[config.mk]
export PLATFORM = sky130hd
export DESIGN_NAME = valve_shift_loader
export DESIGN_NICKNAME = d
export VERILOG_FILES = /design/src/rtl/valve_shift_loader.sv
export SDC_FILE = /design/constraint.sdc
export NUM_CORES = 1
export LEC_CHECK = 0
export BUFFER_PORTS_ARGS = -buffer_cell sky130_fd_sc_hd__buf_2
export CORE_ASPECT_RATIO = 1.75
export CORE_MARGIN = 1
export CORE_UTILIZATION = 50
export DETAILED_ROUTE_END_ITERATION = 8
export GPL_TIMING_DRIVEN = 0
export PLACE_DENSITY_LB_ADDON = 0.08
export SLEW_MARGIN = 20
export SYNTH_ARGS = -nofsm -noshare
export SYNTH_HDL_FRONTEND = slang
export SYNTH_SLANG_ARGS = --single-unit
[constraint.sdc]
create_clock -name clk -period 2.12 [get_ports clk]
set_input_delay 0.212 -clock clk [delete_from_list [all_inputs] [get_ports clk]]
set_output_delay 0.212 -clock clk [all_outputs]
set_load 0.1 [all_outputs]
[src/rtl/valve_shift_loader.sv]
// valve_shift_loader
// Shifts a parallel valve pattern MSB-first into the serial valve-driver chain
// on sdata/sclk. It then pulses latch_en so the driver latches update all valves
// in one step. All outputs are registered. A reset mid-load abandons the load
// before latch_en is raised, so the drivers keep their previous outputs.
module valve_shift_loader #(
    parameter int NUM_VALVES = 32,
    parameter int CLK_DIV    = 4,
    parameter int LE_CYCLES  = 2
) (
    input  logic                  clk,
    input  logic                  rst,
    input  logic [NUM_VALVES-1:0] pattern_in,
    input  logic                  pattern_valid,
    output logic                  pattern_ready,
    output logic                  busy,
    output logic                  sclk,
    output logic                  sdata,
    output logic                  latch_en,
    output logic                  done,
    output logic [NUM_VALVES-1:0] current_pattern
);

    localparam int BIT_W = $clog2(NUM_VALVES + 1);
    localparam int DIV_W = $clog2(CLK_DIV + 1);
    localparam int LE_W  = $clog2(LE_CYCLES + 1);

    localparam logic [BIT_W-1:0] BIT_LAST = BIT_W'(NUM_VALVES - 1);
    localparam logic [DIV_W-1:0] DIV_LAST = DIV_W'(CLK_DIV - 1);
    localparam logic [LE_W-1:0]  LE_LAST  = LE_W'(LE_CYCLES - 1);

    typedef enum logic [2:0] {
        S_IDLE,
        S_SHIFT_LO,
        S_SHIFT_HI,
        S_LATCH,
        S_DONE
    } state_t;

    state_t                r_state;
    logic [BIT_W-1:0]      r_bit_cnt;
    logic [DIV_W-1:0]      r_div_cnt;
    logic [LE_W-1:0]       r_le_cnt;
    // r_shadow holds the bits still to be sent after the one on sdata,
    // MSB next. r_pattern keeps the whole captured pattern for the final latch.
    logic [NUM_VALVES-1:0] r_shadow;
    logic [NUM_VALVES-1:0] r_pattern;
    logic                  r_ready;
    logic                  r_busy;
    logic                  r_sclk;
    logic                  r_sdata;
    logic                  r_latch_en;
    logic                  r_done;
    logic [NUM_VALVES-1:0] r_current;

    logic w_accept;
    logic w_bit_end;

    assign w_accept  = pattern_valid && r_ready;
    assign w_bit_end = (r_state == S_SHIFT_HI) && (r_div_cnt == DIV_LAST);

    assign pattern_ready   = r_ready;
    assign busy            = r_busy;
    assign sclk            = r_sclk;
    assign sdata           = r_sdata;
    assign latch_en        = r_latch_en;
    assign done            = r_done;
    assign current_pattern = r_current;

    // Pattern storage: capture on accept, then advance one bit at each sclk-high end.
    always_ff @(posedge clk) begin
        if (w_accept) begin
            r_shadow  <= {pattern_in[NUM_VALVES-2:0], 1'b0};
            r_pattern <= pattern_in;
        end else if (w_bit_end) begin
            r_shadow  <= {r_shadow[NUM_VALVES-2:0], 1'b0};
        end
    end

    // Load sequencer: outputs are assigned on state transitions so they line up with the state.
    always_ff @(posedge clk) begin
        if (rst) begin
            r_state    <= S_IDLE;
            r_bit_cnt  <= '0;
            r_div_cnt  <= '0;
            r_le_cnt   <= '0;
            r_ready    <= 1'b1;
            r_busy     <= 1'b0;
            r_sclk     <= 1'b0;
            r_sdata    <= 1'b0;
            r_latch_en <= 1'b0;
            r_done     <= 1'b0;
            r_current  <= '0;
        end else begin
            r_done <= 1'b0;
            case (r_state)
                S_IDLE: begin
                    if (w_accept) begin
                        r_state   <= S_SHIFT_LO;
                        r_ready   <= 1'b0;
                        r_busy    <= 1'b1;
                        r_sclk    <= 1'b0;
                        r_sdata   <= pattern_in[NUM_VALVES-1];
                        r_bit_cnt <= '0;
                        r_div_cnt <= '0;
                    end
                end
                S_SHIFT_LO: begin
                    if (r_div_cnt == DIV_LAST) begin
                        r_state   <= S_SHIFT_HI;
                        r_div_cnt <= '0;
                        r_sclk    <= 1'b1;
                    end else begin
                        r_div_cnt <= r_div_cnt + DIV_W'(1);
                    end
                end
                S_SHIFT_HI: begin
                    if (r_div_cnt == DIV_LAST) begin
                        r_div_cnt <= '0;
                        r_sclk    <= 1'b0;
                        // sdata moves only together with the sclk fall.
                        // After the last bit the remaining shadow is zero.
                        r_sdata   <= r_shadow[NUM_VALVES-1];
                        r_bit_cnt <= r_bit_cnt + BIT_W'(1);
                        if (r_bit_cnt == BIT_LAST) begin
                            r_state    <= S_LATCH;
                            r_latch_en <= 1'b1;
                            r_le_cnt   <= '0;
                        end else begin
                            r_state <= S_SHIFT_LO;
                        end
                    end else begin
                        r_div_cnt <= r_div_cnt + DIV_W'(1);
                    end
                end
                S_LATCH: begin
                    if (r_le_cnt == LE_LAST) begin
                        r_state    <= S_DONE;
                        r_latch_en <= 1'b0;
                        r_done     <= 1'b1;
                        r_current  <= r_pattern;
                    end else begin
                        r_le_cnt <= r_le_cnt + LE_W'(1);
                    end
                end
                S_DONE: begin
                    r_state <= S_IDLE;
                    r_busy  <= 1'b0;
                    r_ready <= 1'b1;
                end
                default: begin
                    r_state <= S_IDLE;
                end
            endcase
        end
    end

endmodule

==> results of run 1 <==
[worst paths after layout]
check	slack (ns)	cells past startpoint	end
worst max-delay path	0.13	4	r_shadow[16]
worst min-delay path	0.01	1	r_pattern[28]
worst max register to register	0.13	4	r_shadow[16]
worst min register to register	0.45	2	current_pattern[19]
[Yosys cell counts (all sizes together)]
master,n
a21oi,38
o211a,2
a21o,2
and4b,1
nor2,8
o22ai,1
or2b,2
nor2b,2
nand4,3
nand2b,4
or3,3
nor4,1
a2111oi,3
a211oi,5
or2,2
a221o,2
ha,3
and3,2
nand3,4
o211ai,4
mux2,30
o31a,1
o221ai,1
or3b,2
o32ai,1
inv,4
nand4b,2
nand2,67
o21ai,9
a31oi,3
clkbuf,10
nand4bb,1
o221a,1
nor3,2
buf,13
edfxtp,63
nor3b,1
or4b,1
mux2i,4
dfxtp,52
xor2,1
nand3b,2
and2,2
[routing by layer]
metal	up-vias	wire (µm)	share of wire
li1	1565	-	-
met1	1536	4020	0.41
met2	75	5200	0.54
met3	17	266	0.027
met4	0	195	0.020
met5	-	0	0
[what timing repair did]
item / in CTS / in global routing
resized for setup: 1 / 0
endpoints found under the setup margin: 31 / 0
endpoints found under the hold margin: 27 / 0
hold buffers: 27 / 0
[layout make-up]
class                   count  share of cell area
well taps                 117              0.0251
flip-flops and latches    115               0.503
clock inverters             6             0.00965
clock buffers              25              0.0815
repair buffers             99               0.108
multi-input cells         224               0.249
plain buffers              23              0.0208
inverters                   4             0.00257
[sequential cells by signal, indices dropped and copies added (netlist names), 2 cells and up]
| register | cells |
|---|---|
| current_pattern | 32 |
| r_bit_cnt | 6 |
| r_div_cnt | 3 |
| r_le_cnt | 2 |
| r_pattern | 32 |
| r_shadow | 31 |
| r_state | 3 |
[cells by family (layout without fill, tap and decap cells)]
| logic type | count (synthesis) | count (layout) | share of synthesized area |
|---|---|---|---|
| simple gates | 112 | 113 | 0.120 |
| mux | 34 | 34 | 0.0840 |
| buf+inv | 27 | 157 | 0.0303 |
| flops | 115 | 115 | 0.652 |
| fa+ha+maj | 3 | 3 | 0.00834 |
| compound gates | 73 | 73 | 0.103 |
| xor+xnor | 1 | 1 | 0.00195 |
[stage by stage]
step	area, µm²	util	hold WS, ns
finish	5830	0.668	0.0126
detailed placement	5020	0.575	0.404
floorplan	4510	-	0.311
CTS	5830	0.668	0.000247
global placement	5020	0.575	0.403
global route	5830	0.668	0.00304
[power by group through the flow]
stage | registers (W) | clock network (W) | logic, W
after global routing | 0.00255 | 0.00269 | 0.000483
after CTS | 0.00254 | 0.00260 | 0.000453
after global placement | 0.00258 | 0 | 0.000399
after detailed placement | 0.00258 | 0 | 0.000405
after floorplan | 0.00262 | 0 | 0.000241
final | 0.00254 | 0.00255 | 0.000448
==> metrics.txt, run 1 <==
# TYPE chip_impl_metric gauge
chip_impl_info{name="status",value="complete, no violations"} 1
chip_impl_metric{name="die_area",unit="µm²"} 9400
chip_impl_info{name="worst_path_dominant_cell_family",value="simple AND/OR/NAND/NOR gates"} 1
chip_impl_metric{name="postSynthNetCount",unit=""} 403
chip_impl_info{name="clock_tree.root_cell",value="sky130_fd_sc_hd__clkbuf_16"} 1
chip_impl_metric{name="synth.top_cell.area_share",unit=""} 0.420
chip_impl_metric{name="report.final.setup_viol",unit=""} 0
chip_impl_metric{name="fin_crit_period",unit="ns"} 1.99
chip_impl_metric{name="max-vdd-ir-drop",unit="mV"} 0.704
chip_impl_metric{name="maxClockFrequency",unit="GHz"} 0.504
chip_impl_metric{name="critPathMaxFanout",unit=""} 16
chip_impl_info{name="critical_path_class",value="flip-flop to flip-flop"} 1
chip_impl_metric{name="avgSynthCellArea",unit="µm²"} 12.3
chip_impl_metric{name="drv_cap",unit=""} 0
chip_impl_metric{name="net_switching_power_of_the_design",unit="W"} 0.00120
chip_impl_info{name="hold_path_startpoint",value="pattern_in[28]"} 1
chip_impl_metric{name="seqPwrFrac",unit=""} 0.458
chip_impl_metric{name="antenna_found_initial",unit=""} 0
chip_impl_info{name="timing.critical_path.slowest_stage_cell",value="sky130_fd_sc_hd__or3b_4"} 1
chip_impl_info{name="busiest_layer",value="met2"} 1
chip_impl_metric{name="grt_util_met3",unit=""} 0.0489
chip_impl_info{name="critical_path_cell_sequence",value="ha_1 > or3b_4 > or2_1 > nand2b_4"} 1
chip_impl_metric{name="diodes",unit=""} 0
chip_impl_metric{name="synth-warning-count",unit=""} 0
chip_impl_metric{name="post-layout-total-power",unit="W"} 0.00554
chip_impl_metric{name="critPathBufInv",unit=""} 0
chip_impl_metric{name="synth_cells",unit=""} 365
chip_impl_metric{name="tightest_slew",unit="ns"} 0.577
chip_impl_metric{name="setup_total_negative_slack",unit="ns"} 0
chip_impl_metric{name="place.detailed.hpwl",unit="µm"} 6270
chip_impl_metric{name="worst-endpoint-required",unit="ns"} 2.20
chip_impl_metric{name="design.portCount",unit=""} 73
chip_impl_metric{name="grtUsageMet2",unit=""} 0.385
chip_impl_metric{name="report.final.slew_viol_count",unit=""} 0
chip_impl_metric{name="route.detailed.wl_per_inst",unit="µm"} 15.8
chip_impl_metric{name="smallest_setup_slack_after_layout",unit="ns"} 0.135
chip_impl_metric{name="power.density",unit="nW/µm²"} 949
chip_impl_metric{name="power.clock.fraction",unit=""} 0.461
chip_impl_info{name="netlist_top_cells_area",value="sky130_fd_sc_hd__edfxtp_1, sky130_fd_sc_hd__dfxtp_1, sky130_fd_sc_hd__mux2_2"} 1
chip_impl_metric{name="first_global_vias",unit=""} 3118
chip_impl_metric{name="layout.area.seq",unit="µm²"} 2940
chip_impl_metric{name="cpPeakStageDelay",unit="ns"} 0.44
chip_impl_metric{name="grt_pass1_wl",unit="µm"} 15400
chip_impl_info{name="setup.worst_path.start_class",value="flip-flop"} 1
chip_impl_metric{name="final_min_period_over_clock_period",unit=""} 0.937
chip_impl_metric{name="dr.first_iter.drc_count",unit=""} 198
chip_impl_info{name="synth_top_area_cell",value="sky130_fd_sc_hd__edfxtp_1"} 1
chip_impl_metric{name="clk_transition_reported_paths",unit="ns"} 0.05
chip_impl_metric{name="drc",unit=""} 0
chip_impl_metric{name="multi_input_comb_area",unit="µm²"} 1450
chip_impl_info{name="cts_tree",value="built"} 1
chip_impl_info{name="rr_startpoint",value="r_div_cnt[0]"} 1
chip_impl_metric{name="worst_slew_margin_rel",unit=""} 0.615
chip_impl_metric{name="placement.setup.worst_slack",unit="ns"} 0.00803
chip_impl_metric{name="combPwrFrac",unit=""} 0.081
chip_impl_metric{name="area_of_the_mapped_netlist",unit="µm²"} 4500
chip_impl_metric{name="fillerInstances",unit=""} 704
chip_impl_metric{name="static-leakage-power",unit="nW"} 2.24
chip_impl_info{name="commonest_cells_after_routing_fill_and_taps_aside",value="sky130_fd_sc_hd__buf_2, sky130_fd_sc_hd__nand2_1, sky130_fd_sc_hd__edfxtp_1, sky130_fd_sc_hd__dfxtp_1, sky130_fd_sc_hd__a21oi_1"} 1
chip_impl_metric{name="grt_util_met1",unit=""} 0.262
chip_impl_metric{name="synth_cell_types",unit=""} 49
chip_impl_metric{name="placement_rows",unit=""} 45
chip_impl_metric{name="detailed_route_vias_per_instance",unit=""} 5.21
chip_impl_metric{name="postSynthRegisterBits",unit=""} 115
chip_impl_metric{name="htreeDepth",unit=""} 4
chip_impl_metric{name="drt.antenna.violating_nets",unit=""} 0
chip_impl_info{name="critPathLaunch",value="r_div_cnt[0]"} 1
chip_impl_metric{name="drt_pre_antenna_iters",unit=""} 6
chip_impl_metric{name="cts.sinks",unit=""} 115
chip_impl_metric{name="worst_skew_pair.late_latency",unit="ns"} 0.40
chip_impl_metric{name="grtUsageTotal",unit=""} 0.225
chip_impl_metric{name="starting_density_of_the_core",unit=""} 0.516
chip_impl_metric{name="area_growth_syn_to_layout",unit="%"} 29.6
chip_impl_metric{name="worst_ep_arrival_time",unit="ns"} 2.06
chip_impl_metric{name="globalplace.congestion",unit=""} 0.839
chip_impl_metric{name="route.vias.total",unit=""} 3193
chip_impl_metric{name="ratio_of_cells_with_drive_above_1_in_the_final_layout",unit=""} 0.290
chip_impl_info{name="critPathCaptureType",value="flip-flop"} 1
chip_impl_metric{name="cts_post_setup_buffers_inserted",unit=""} 0
chip_impl_metric{name="final_cells",unit=""} 613
chip_impl_metric{name="nets",unit=""} 522
chip_impl_info{name="hold_path.class",value="input pin to flip-flop"} 1
chip_impl_metric{name="max-clock-path-buffers",unit=""} 2
chip_impl_metric{name="grt_start_max_net_pins",unit=""} 43
chip_impl_metric{name="grt_overflow_total",unit=""} 0
chip_impl_metric{name="place.port_buffers",unit=""} 72
chip_impl_info{name="layout.cells.most_common",value="sky130_fd_sc_hd__buf_2"} 1
chip_impl_metric{name="floorplan.die.height",unit="µm"} 127
chip_impl_metric{name="final_hold_viol_count",unit=""} 0
chip_impl_metric{name="switching_share",unit=""} 0.216
chip_impl_info{name="rsz0062_at_grt",value="no"} 1
chip_impl_metric{name="synth.yosys.seq_area_share",unit=""} 0.652
chip_impl_metric{name="dp.cells",unit=""} 554
chip_impl_metric{name="core_area",unit="µm²"} 8730
chip_impl_metric{name="drt-total-wl",unit="µm"} 9680
chip_impl_metric{name="tritoncts.num_buffers",unit=""} 17
chip_impl_metric{name="worst_clock_skew",unit="ns"} 0.00803
chip_impl_metric{name="p_int",unit="W"} 0.00434
chip_impl_metric{name="die_width",unit="µm"} 73.7
(Power assumes the default switching activity.)
==> run 2: changes to the inputs <==
CORE_MARGIN = 2   (was 1)
==> metrics.txt, run 2 (synthesis gave the netlist of run 1 again) <==
# TYPE chip_impl_metric gauge
chip_impl_info{name="status",value="complete, no violations"} 1
chip_impl_metric{name="route.detailed.wl_per_inst",unit="µm"} 16.2
chip_impl_metric{name="place.port_buffers",unit=""} 72
chip_impl_metric{name="post-layout-total-power",unit="W"} 0.00557
chip_impl_info{name="hold_end",value="r_pattern[31]"} 1
chip_impl_metric{name="power.density",unit="nW/µm²"} 948
chip_impl_metric{name="ratio_of_cells_with_drive_above_1_in_the_final_layout",unit=""} 0.289
chip_impl_metric{name="worst-endpoint-required",unit="ns"} 2.21
chip_impl_info{name="rr_endpoint",value="r_shadow[8]"} 1
chip_impl_info{name="worst_path_dominant_cell_family",value="simple AND/OR/NAND/NOR gates"} 1
chip_impl_metric{name="drv_cap",unit=""} 0
chip_impl_info{name="setup.worst_path.start_class",value="flip-flop"} 1
chip_impl_metric{name="nets",unit=""} 526
chip_impl_info{name="critical_path_class",value="flip-flop to flip-flop"} 1
chip_impl_metric{name="dr.first_iter.drc_count",unit=""} 237
chip_impl_metric{name="placement_rows",unit=""} 45
chip_impl_metric{name="diodes",unit=""} 0
chip_impl_metric{name="antenna_found_initial",unit=""} 0
chip_impl_metric{name="static-leakage-power",unit="nW"} 2.26
chip_impl_metric{name="grt_start_max_net_pins",unit=""} 42
chip_impl_metric{name="maxClockFrequency",unit="GHz"} 0.500
chip_impl_info{name="critical_path_cell_sequence",value="ha_1 > or3b_4 > or2_1 > nand2b_4"} 1
chip_impl_metric{name="drt.antenna.violating_nets",unit=""} 0
chip_impl_metric{name="drc",unit=""} 0
chip_impl_metric{name="area_growth_syn_to_layout",unit="%"} 30.7
chip_impl_metric{name="worst_slew_margin_rel",unit=""} 0.608
chip_impl_metric{name="cpPeakStageDelay",unit="ns"} 0.44
chip_impl_metric{name="place.detailed.hpwl",unit="µm"} 6310
chip_impl_metric{name="floorplan.die.height",unit="µm"} 129
chip_impl_metric{name="report.final.setup_viol",unit=""} 0
chip_impl_metric{name="worst_skew_pair.late_latency",unit="ns"} 0.41
chip_impl_metric{name="tightest_slew",unit="ns"} 0.588
chip_impl_metric{name="critPathMaxFanout",unit=""} 16
chip_impl_info{name="rsz0062_at_grt",value="no"} 1
chip_impl_metric{name="starting_density_of_the_core",unit=""} 0.516
chip_impl_metric{name="worst_ep_arrival_time",unit="ns"} 2.09
chip_impl_info{name="critPathLaunch",value="r_div_cnt[0]"} 1
chip_impl_metric{name="first_global_vias",unit=""} 3118
chip_impl_metric{name="die_area",unit="µm²"} 9800
chip_impl_metric{name="final_min_period_over_clock_period",unit=""} 0.944
chip_impl_info{name="clock_tree.root_cell",value="sky130_fd_sc_hd__clkbuf_16"} 1
chip_impl_metric{name="fin_crit_period",unit="ns"} 2.00
chip_impl_metric{name="route.vias.total",unit=""} 3236
chip_impl_metric{name="max-vdd-ir-drop",unit="mV"} 0.710
chip_impl_metric{name="final_hold_viol_count",unit=""} 0
chip_impl_metric{name="die_width",unit="µm"} 75.7
chip_impl_metric{name="worst_clock_skew",unit="ns"} 0.00978
chip_impl_metric{name="setup_total_negative_slack",unit="ns"} 0
chip_impl_metric{name="cts_post_setup_buffers_inserted",unit=""} 0
chip_impl_metric{name="report.final.slew_viol_count",unit=""} 0
chip_impl_info{name="critPathCaptureType",value="flip-flop"} 1
chip_impl_metric{name="count_of_cells_along_the_worst_hold_path",unit=""} 1
chip_impl_metric{name="htreeDepth",unit=""} 4
chip_impl_info{name="commonest_cells_after_routing_fill_and_taps_aside",value="sky130_fd_sc_hd__buf_2, sky130_fd_sc_hd__nand2_1, sky130_fd_sc_hd__edfxtp_1, sky130_fd_sc_hd__dfxtp_1, sky130_fd_sc_hd__a21oi_1"} 1
chip_impl_metric{name="drt-total-wl",unit="µm"} 10000
chip_impl_metric{name="grt_overflow_total",unit=""} 0
chip_impl_info{name="timing.critical_path.slowest_stage_cell",value="sky130_fd_sc_hd__or3b_4"} 1
chip_impl_metric{name="globalplace.congestion",unit=""} 0.846
chip_impl_metric{name="cts.sinks",unit=""} 115
chip_impl_info{name="cts_tree",value="built"} 1
chip_impl_metric{name="detailed_route_vias_per_instance",unit=""} 5.24
chip_impl_metric{name="grt_pass1_wl",unit="µm"} 15600
chip_impl_info{name="rr_startpoint",value="r_div_cnt[0]"} 1
chip_impl_metric{name="grtUsageTotal",unit=""} 0.219
chip_impl_info{name="hold_path.class",value="input pin to flip-flop"} 1
chip_impl_metric{name="ff2ff_path_depth",unit=""} 4
chip_impl_metric{name="critPathBufInv",unit=""} 0
chip_impl_metric{name="rrSetupSlack",unit="ns"} 0.12
chip_impl_metric{name="max-clock-path-buffers",unit=""} 2
chip_impl_metric{name="tritoncts.num_buffers",unit=""} 17
chip_impl_info{name="hold_path_startpoint",value="pattern_in[31]"} 1
chip_impl_metric{name="core_area",unit="µm²"} 8730
chip_impl_metric{name="drt_pre_antenna_iters",unit=""} 4
chip_impl_metric{name="clk_transition_reported_paths",unit="ns"} 0.05
chip_impl_metric{name="design.portCount",unit=""} 73
chip_impl_info{name="layout.cells.most_common",value="sky130_fd_sc_hd__buf_2"} 1
## run 2: through the flow
stage	setup WS [ns]	utilization	cells	cell area [µm²]	hold slack (ns)
2_1_floorplan	0.160	-	365	4510	0.311
3_3_place_gp	0.0166	0.575	554	5020	0.403
3_5_place_dp	0.0133	0.575	554	5020	0.404
4_1_cts	0.00322	0.671	616	5860	0.0000367
5_1_grt	0.0309	0.674	618	5880	0.00208
6_report	0.119	0.674	618	5880	0.00881
## run 2: per-layer routing
metal  wire length (µm)  track usage
met5                  0            0
met3                431       0.0723
met2               5290        0.353
met1               4170        0.268
met4                123       0.0836
## run 2: where the power goes
part           leakage, nW  total, W  switching [W]  internal [W]
combinational        0.974  0.000459       0.000264      0.000195
clock                0.264   0.00258       0.000930       0.00165
sequential            1.02   0.00254      0.0000388       0.00250
## run 2: cell type report
class	instances	area, µm²
inverters	4	15.0
repair buffers	103	671
plain buffers	23	121
well taps	117	146
clock buffers	28	518
fillers	653	2850
flip-flops and latches	115	2940
clock inverters	4	22.5
multi-input cells	224	1450
## run 2: worst max path at each step
| stage | end | cells after the start |
|---|---|---|
| detailed placement | r_shadow[6] | 4 |
| floorplan | r_shadow[10] | 4 |
| global route | r_shadow[8] | 4 |
| global placement | r_shadow[9] | 4 |
| CTS | r_shadow[8] | 4 |
| finish | r_shadow[8] | 4 |
## run 2: timing repair
action | 4_1_cts | 5_1_grt
resized for setup | 0 | 1
hold buffers | 30 | 1
setup endpoints to repair | 0 | 31
hold endpoints to repair | 30 | 1
